===== src/rtl/key_param_ctrl.sv =====
// rtl/key_param_ctrl.sv - four debounced keys editing freq/phase/amp/waveform with hold-to-repeat
module key_param_ctrl #(
  parameter int DEBOUNCE_CYC = 1_000_000,
  parameter int HOLD_CYC     = 25_000_000,
  parameter int REPEAT_CYC   = 5_000_000,
  parameter int FREQ_MIN     = 1,
  parameter int FREQ_MAX     = 100,
  parameter int AMP_MIN      = 1,
  parameter int AMP_MAX      = 100
) (
  input  logic       sys_clk,
  input  logic       sys_rst_n,
  input  logic       key_sel,
  input  logic       key_wave,
  input  logic       key_up,
  input  logic       key_down,
  output logic [2:0] state_select,
  output logic [4:0] state_wave,
  output logic [6:0] freq_cnt,
  output logic [7:0] phase_cnt,
  output logic [7:0] amp_cnt,
  output logic       param_chg
);

  localparam int DW   = (DEBOUNCE_CYC > 1) ? $clog2(DEBOUNCE_CYC) : 1;
  localparam int HMAX = (HOLD_CYC > REPEAT_CYC) ? HOLD_CYC : REPEAT_CYC;
  localparam int HW   = (HMAX > 1) ? $clog2(HMAX) : 1;

  typedef enum logic [1:0] {S_FREQ, S_PHASE, S_AMP} sel_t;

  logic [3:0]    key_raw;
  logic [3:0]    sync1, sync2, deb, armed, press;
  logic [DW-1:0] deb_cnt [4];

  assign key_raw = {key_down, key_up, key_wave, key_sel};

  // A key is ignored after reset until it has been seen released for a full
  // debounce window, so a button held through reset never yields an event.
  always_ff @(posedge sys_clk or negedge sys_rst_n) begin
    if (!sys_rst_n) begin
      sync1 <= '0;
      sync2 <= '0;
      deb   <= '1;
      armed <= '0;
      press <= '0;
      for (int i = 0; i < 4; i++) deb_cnt[i] <= '0;
    end else begin
      sync1 <= key_raw;
      sync2 <= sync1;
      press <= '0;
      for (int i = 0; i < 4; i++) begin
        if (!armed[i]) begin
          if (sync2[i]) begin
            if (deb_cnt[i] == DW'(DEBOUNCE_CYC - 1)) begin
              armed[i]   <= 1'b1;
              deb_cnt[i] <= '0;
            end else begin
              deb_cnt[i] <= deb_cnt[i] + 1'b1;
            end
          end else begin
            deb_cnt[i] <= '0;
          end
        end else if (sync2[i] != deb[i]) begin
          if (deb_cnt[i] == DW'(DEBOUNCE_CYC - 1)) begin
            deb[i]     <= sync2[i];
            press[i]   <= ~sync2[i];
            deb_cnt[i] <= '0;
          end else begin
            deb_cnt[i] <= deb_cnt[i] + 1'b1;
          end
        end else begin
          deb_cnt[i] <= '0;
        end
      end
    end
  end

  logic          up_lo, dn_lo, one_lo;
  logic [HW-1:0] hold_cnt;
  logic          repeating, rep_up, rep_dn;

  assign up_lo  = ~deb[2];
  assign dn_lo  = ~deb[3];
  assign one_lo = up_lo ^ dn_lo;

  always_ff @(posedge sys_clk or negedge sys_rst_n) begin
    if (!sys_rst_n) begin
      hold_cnt  <= '0;
      repeating <= 1'b0;
      rep_up    <= 1'b0;
      rep_dn    <= 1'b0;
    end else begin
      rep_up <= 1'b0;
      rep_dn <= 1'b0;
      if (!one_lo) begin
        hold_cnt  <= '0;
        repeating <= 1'b0;
      end else if (hold_cnt == (repeating ? HW'(REPEAT_CYC - 1) : HW'(HOLD_CYC - 1))) begin
        hold_cnt  <= '0;
        repeating <= 1'b1;
        rep_up    <= up_lo;
        rep_dn    <= dn_lo;
      end else begin
        hold_cnt <= hold_cnt + 1'b1;
      end
    end
  end

  function automatic logic [7:0] step_range(input logic [7:0] v, input logic inc,
                                            input logic [7:0] lo, input logic [7:0] hi);
    if (inc) return (v >= hi) ? lo : v + 8'd1;
    else     return (v <= lo) ? hi : v - 8'd1;
  endfunction

  logic  sel_evt, wave_evt, inc, dec;
  sel_t  sel_q, sel_nx;
  logic [27:0] prev_q;

  assign sel_evt  = press[0];
  assign wave_evt = press[1];
  // A step is dropped whenever the opposite key is also held down.
  assign inc      = (press[2] | rep_up) & deb[3];
  assign dec      = (press[3] | rep_dn) & deb[2];

  always_comb begin
    sel_nx = sel_q;
    if (sel_evt) begin
      case (sel_q)
        S_FREQ:  sel_nx = S_PHASE;
        S_PHASE: sel_nx = S_AMP;
        default: sel_nx = S_FREQ;
      endcase
    end
  end

  always_ff @(posedge sys_clk or negedge sys_rst_n) begin
    if (!sys_rst_n) begin
      sel_q        <= S_FREQ;
      state_select <= 3'b001;
      state_wave   <= 5'b00001;
      freq_cnt     <= 7'(FREQ_MIN);
      phase_cnt    <= 8'd0;
      amp_cnt      <= 8'd50;
      prev_q       <= {5'b00001, 7'(FREQ_MIN), 8'd0, 8'd50};
      param_chg    <= 1'b0;
    end else begin
      sel_q <= sel_nx;
      case (sel_nx)
        S_FREQ:  state_select <= 3'b001;
        S_PHASE: state_select <= 3'b010;
        default: state_select <= 3'b100;
      endcase
      if (wave_evt) state_wave <= {state_wave[3:0], state_wave[4]};
      if (inc ^ dec) begin
        case (sel_nx)
          S_FREQ:  freq_cnt  <= 7'(step_range(8'(freq_cnt), inc, 8'(FREQ_MIN), 8'(FREQ_MAX)));
          S_PHASE: phase_cnt <= inc ? phase_cnt + 8'd1 : phase_cnt - 8'd1;
          default: amp_cnt   <= step_range(amp_cnt, inc, 8'(AMP_MIN), 8'(AMP_MAX));
        endcase
      end
      prev_q    <= {state_wave, freq_cnt, phase_cnt, amp_cnt};
      param_chg <= ({state_wave, freq_cnt, phase_cnt, amp_cnt} != prev_q);
    end
  end

endmodule


===== config.mk =====
export PLATFORM = sky130hd
export DESIGN_NAME = key_param_ctrl
export DESIGN_NICKNAME = d
export VERILOG_FILES = /design/src/rtl/key_param_ctrl.sv
export SDC_FILE = /design/constraint.sdc
export NUM_CORES = 1
export LEC_CHECK = 0
export CAP_MARGIN = 5
export CORE_MARGIN = 1.5
export CORE_UTILIZATION = 35
export DETAILED_ROUTE_END_ITERATION = 8
export PLACE_DENSITY = 0.6
export SYNTH_ARGS = -nofsm -noshare
export SYNTH_HDL_FRONTEND = slang
export SYNTH_SLANG_ARGS = --single-unit

===== constraint.sdc =====
create_clock -name sys_clk -period 2.45 [get_ports sys_clk]
set_input_delay 0.6125 -clock sys_clk [delete_from_list [all_inputs] [get_ports sys_clk]]
set_output_delay 0.6125 -clock sys_clk [all_outputs]
set_load 0.03 [all_outputs]

==> impl_results.md <==
* Die ar. at 0.0271 sq mm
* Vias post-DR at 6,346
* Post-synth EDFFs at 0
* Fin Setup TNS at 0 ps
* Buffers & Inverters on Critical Path at 1
* Syn Nets at 911
* CTS max path bufs at 2
* Placed instance count at 1,238
* Residual DRC at 0
* Placed Area at 0.00994 sq mm
* Tmin final at 2360 ps
* Crit path launch type: flip-flop
* # H-tree levels at 4
* Leakage power at 4.59 nW
* Synth warn at 0
* Max-cap violations at 0
* Postcts setup bufs at 0
* Initial DRC count at 385
* Worst slew margin at 58.8%
* # nets final at 952
* Sink count of the clock tree at 190
* Yosys top cell by area: dfrtp_1
* Ant diodes at 0
* DR vias/cell at 5.00
* Hold WC Path Type: input port to async pin
* Hold buffers post-CTS at 0
* GPL Wtd Cong at 0.807
* Largest net degree at the start of global routing at 63
* Die W at 165 um
* Dominant cells by area after synthesis: dfrtp_1, xor2_1, xnor2_1
* Max Fclk at 423 MHz
* Asr flop ratio synth at 100%
* Fin. Hold Viols at 0
* PortBufs at 37
* Pre-CTS WS at 256 ps
* Final Cycle Share at 96.4%
* Worst path required time at 1840 ps
* Post-route insts no fill at 1,270
* Crit. End Element: primary output
* Dpl hpwl at 12,400 um
* GR Util All Layers at 14.2%
* Post-DRT Antenna Nets at 0
* Layout cell share with drive strength beyond 1 at 9.68%
* Register area share after synthesis at 52.2%
* Pwr Density at 573 mW/mm^2
* Final setup fails at 0
* RSZ-0062 raised after global routing: no
* Synthesized instance count at 886
* Detailed Routing Iterations Pass 1 at 5
* Mapped Area at 0.00914 sq mm
* Number of buffers created by CTS at 17
* Post-layout power at 6.03 mW
* Routed WL at 17,700 um
* Setup Skew at 14.5 ps
* Top-level I/O count at 38
* Critical Path AT at 1750 ps
* Grt total ovfl at 0
* Slew @ Worst Pin at 613 ps
* First-pass GRT wire length at 30,800 um
* Post-synth cell types at 67
* FF+latch count, synth at 190
* Initial antenna violation count at 0
* Clock latency on the worst-skew pair at 430 ps
* Fin. max-slew vios at 0
* R2R Setup Slk at 260 ps
* Area Overhead vs Synth at 15.1%
* Top FF cell, synth: dfrtp_1
* Clock slew at reported path FFs at 70 ps
* Commonest cells after routing, fill and taps aside: dfrtp_1, nor2_1, xor2_1
* Initial Util at 36.0%
* Number of global-route vias before repair at 6,273
* Crit path kind: flip-flop to primary output
* Peak supply drop at 0.390 mV
* Most common cell after layout, fill and taps aside: dfrtp_1
* Max FO, Critical Path at 11
* Syn Area/Cell at 10.3 sq um
* Final WS setup at 88.1 ps
* CTS root buffer: clkbuf_16
* Critical path's top delay family: buffers and inverters
* Std cell rows at 58
* Finished Cell Area at 0.0105 sq mm
* CTS tree: built
* Outcome: finished clean
* Post-synth top area share at 47.9%
* Slowest cell on the critical path: clkdlybuf4s50_1
* Cell Chain, Critical Path: clkdlybuf4s50_1
* Worst path max stage delay at 740 ps
* Die H at 165 um
* Avg WL per Cell at 14.0 um
* Number of gates resized after CTS at 3
* Core ar. at 0.0254 sq mm
==> final timing paths <==
| kind | cells after the start | from | to |
|---|---|---|---|
| worst max-delay path | 1 | freq_cnt[3]$_DFFE_PN0P_ | freq_cnt[3] |
| worst min-delay path | 1 | sys_rst_n | deb_cnt[23]$_DFF_PN0_ |
| worst max register to register | 5 | deb[3]$_DFFE_PN1P_ | phase_cnt[4]$_DFFE_PN0P_ |
| worst min register to register | 0 | sync1[1]$_DFF_PN0_ | sync2[1]$_DFF_PN0_ |
| max in group asynchronous | 2 | sys_rst_n | deb[1]$_DFFE_PN1P_ |
| min in group sys_clk | 0 | sync1[1]$_DFF_PN0_ | sync2[1]$_DFF_PN0_ |
==> through the flow <==
stage               hold WS (ps)  util, %
floorplan                    317        -
global placement             333     39.1
detailed placement           337     39.1
CTS                          186     41.4
global route                 206     41.4
finish                       181     41.4
==> report_power, final <==
| group | internal (mW) | switching [mW] |
|---|---|---|
| combinational | 0.0395 | 0.0996 |
| clock | 1.44 | 1.27 |
| sequential | 3.16 | 0.0207 |
==> cell type report <==
class                      instances  area [sq um]
clock buffer                      18           429
clock inverter                    14           145
fill                            2473         14900
inverter                          21          78.8
multi-input combinational        643          4130
sequential                       190          4780
tap                              330           413
timing repair buffer              54           544
==> metal layers <==
layer,vias up,share of wire (%),GRT usage [%]
met5,-,0,0
met4,0,1.8,5.12
met3,17,3.6,2.84
met2,109,46,22.6
met1,3061,48,19.3
li1,3159,-,-
==> cells by family after synthesis <==
| logic type | Yosys count | synth area share (%) |
|---|---|---|
| xor gates and xnor gates | 133 | 12.7 |
| buffers and inverters | 53 | 2.63 |
| and+or+nand+nor | 388 | 21.3 |
| adders and majority gates | 19 | 2.68 |
| muxes | 16 | 1.90 |
| AOI/OAI and AO/OA | 87 | 6.50 |
| DFF | 190 | 52.2 |
==> flip-flops by register name, summed over array words and instances (netlist names) <==
name          count
deb_cnt          80
prev_q           28
hold_cnt         25
amp_cnt           8
phase_cnt         8
freq_cnt          7
state_wave        5
armed             4
deb               4
press             4
sync1             4
sync2             4
state_select      3
sel_q             2
param_chg         1
rep_dn            1
rep_up            1
repeating         1
==> worst reg2reg max path, cell delays in order (launching register included) <==
cell and delay (ps):
dfstp_2 580, o21ai_2 160, buf_4 250, xnor2_1 410, nand2_1 320, mux2_2 350
==> synthesized netlist by cell type (2+ instances only) <==
library cell,count
dfrtp_1,175
nor2_1,130
xor2_1,74
nand2_1,66
xnor2_1,59
nand3_1,42
nand4_1,29
a21oi_1,23
nor3_1,23
inv_1,20
nor4_1,20
and3_1,19
ha_1,18
clkbuf_1,17
o21ai_0,17
dfstp_2,15
mux2_2,11
and4_1,9
buf_2,9
nor4b_1,9
or3_1,8
a21o_1,7
nor3b_1,7
and2_1,6
mux2i_1,5
a31oi_1,4
buf_4,4
nand2b_1,4
o21a_1,4
or2_2,4
o21ai_1,3
a21boi_0,2
a221oi_1,2
buf_6,2
nand3b_1,2
nor4bb_1,2
o22ai_1,2
o31a_1,2
o32ai_1,2
or4_4,2
Note: power is estimated with default switching activity, not from simulation.
==> patch, RTL diff (config.mk and constraints unchanged) <==
The parameter `REPEAT_CYC` goes from 5_000_000 to 1_250_000.
--- a/src/rtl/key_param_ctrl.sv
+++ b/src/rtl/key_param_ctrl.sv
@@ -3,5 +3,5 @@
   parameter int DEBOUNCE_CYC = 1_000_000,
   parameter int HOLD_CYC     = 25_000_000,
-  parameter int REPEAT_CYC   = 5_000_000,
+  parameter int REPEAT_CYC   = 1_250_000,
   parameter int FREQ_MIN     = 1,
   parameter int FREQ_MAX     = 100,
Check against the original RTL: same outputs for any inputs over 10 cycles, from zero or initial values and one cycle with sys_rst_n low; that may be too few to reach the edited logic, so the function may still have changed.
==> patch against the original RTL <==
  * Setup slack got worse by 0.022 ns
  * Largest power group unchanged
  * Sequential cell count unchanged
  * Total power increased by 1.2%
  * Cell area increased by 1.9%
  * Die area increased by 1.3%
  * Critical path type unchanged
  * Area after synthesis increased by 1.3%
  * Via count increased by 0.47%
  * Wire length decreased by 0.79%
==> patch: results (changes against the original RTL) <==
metric	value	unit	change
drt via density	4.94		-1.2%
Area after DPL	10100	sq um	+1.7%
Net Sw Frac	0.221		-0.00912
Hold Crit Class	primary input to async pin		
crit path launch	amp_cnt[1]		
Largest stage delay, worst path	0.72	ns	-0.02 ns
number of DRC markers in iteration 0	278		-28%
Final HPWL DP	12000	microns	-2.7%
vias in the first global route	6211		-0.99%
status	complete, no violations		
met3 wire length	495	microns	-23%
final net count	969		+1.8%
layout cells sized above 1	0.108		+0.0109
first-pass GRT wire length	30800	microns	+0.16%
RR Endpoint	freq_cnt[2]		
wire length on met1	8740	microns	+1.7%
Worst Setup EP	amp_cnt[1]		
worst slew pin tran	0.844	ns	+0.230 ns
Synth cell types	73		+9.0%
post-synth net total	920		+0.99%
Leak	4.75	nW	+3.5%
maximum vdd drop	0.418	mV	+6.9%
# fillers	2491		+0.73%
post-synthesis sequential area ratio	0.515		-0.00677
crit path max fanout	10		-1
synth cell count leaders	175 x dfrtp_1, 128 x nor2_1, 88 x xor2_1		
Worst Skew	0.0134	ns	-0.00113 ns
Worst Hold Slack	0.173	ns	-0.00829 ns
routed wl met2	8270	microns	+0.99%
final WL	17600	microns	-0.79%
patch: changes by cell type after synthesis, moves of 7 or more:
| cell | before | now |
|---|---|---|
| o21ai_0 | 17 | 24 |
| nor3_1 | 23 | 13 |
| nor4b_1 | 9 | 2 |
| xor2_1 | 74 | 88 |
| and2_1 | 6 | 15 |
| xnor2_1 | 59 | 47 |
| nor4_1 | 20 | 12 |
patch: cell type report:
class	instances	area share
Inverter	20	0.00700
Sequential cell	190	0.445
Clock inverter	13	0.0141
Timing Repair Buffer	58	0.0555
Tap cell	335	0.0391
Clock buffer	19	0.0413
Multi-Input combinational cell	656	0.398
patch: metrics by stage:
stage	total power [mW]	std cells	setup slack [ns]	util
global placement	3.39	1259	0.204	0.389
global route	6.36	1291	0.00207	0.412
floorplan	3.29	894	0.155	-
CTS	6.20	1291	0.0178	0.412
finish	6.10	1291	0.0660	0.412
detailed placement	3.39	1259	0.288	0.389
patch: cells by family (layout without fill, tap and decap cells):
logic type / count (synthesis) / count (layout) / share of synthesized area
AO/OA/AOI/OAI: 92 / 92 / 0.0682
XOR/XNOR: 135 / 135 / 0.128
adder cells (fa/ha/maj): 20 / 20 / 0.0278
buffers and inverters: 48 / 110 / 0.0249
flip-flops: 190 / 190 / 0.515
multiplexers: 15 / 15 / 0.0174
AND/OR/NAND/NOR: 394 / 394 / 0.219
patch: worst reg2reg max path: cells and delay by family (launching register included):
kind | cells | cell delay (ns)
compound gates | 4 | 1.24
flops | 1 | 0.53
simple gates | 1 | 0.34
patch: repair_timing:
action                     in CTS  in global routing
buffers inserted                0                  0
resized for setup               0                  6
setup endpoints to repair       0                  6
patch: routing by layer:
layer,up-vias,track usage
met5,-,0
met4,0,0.0376
met3,6,0.0289
met2,96,0.211
met1,3103,0.189
li1,3171,-
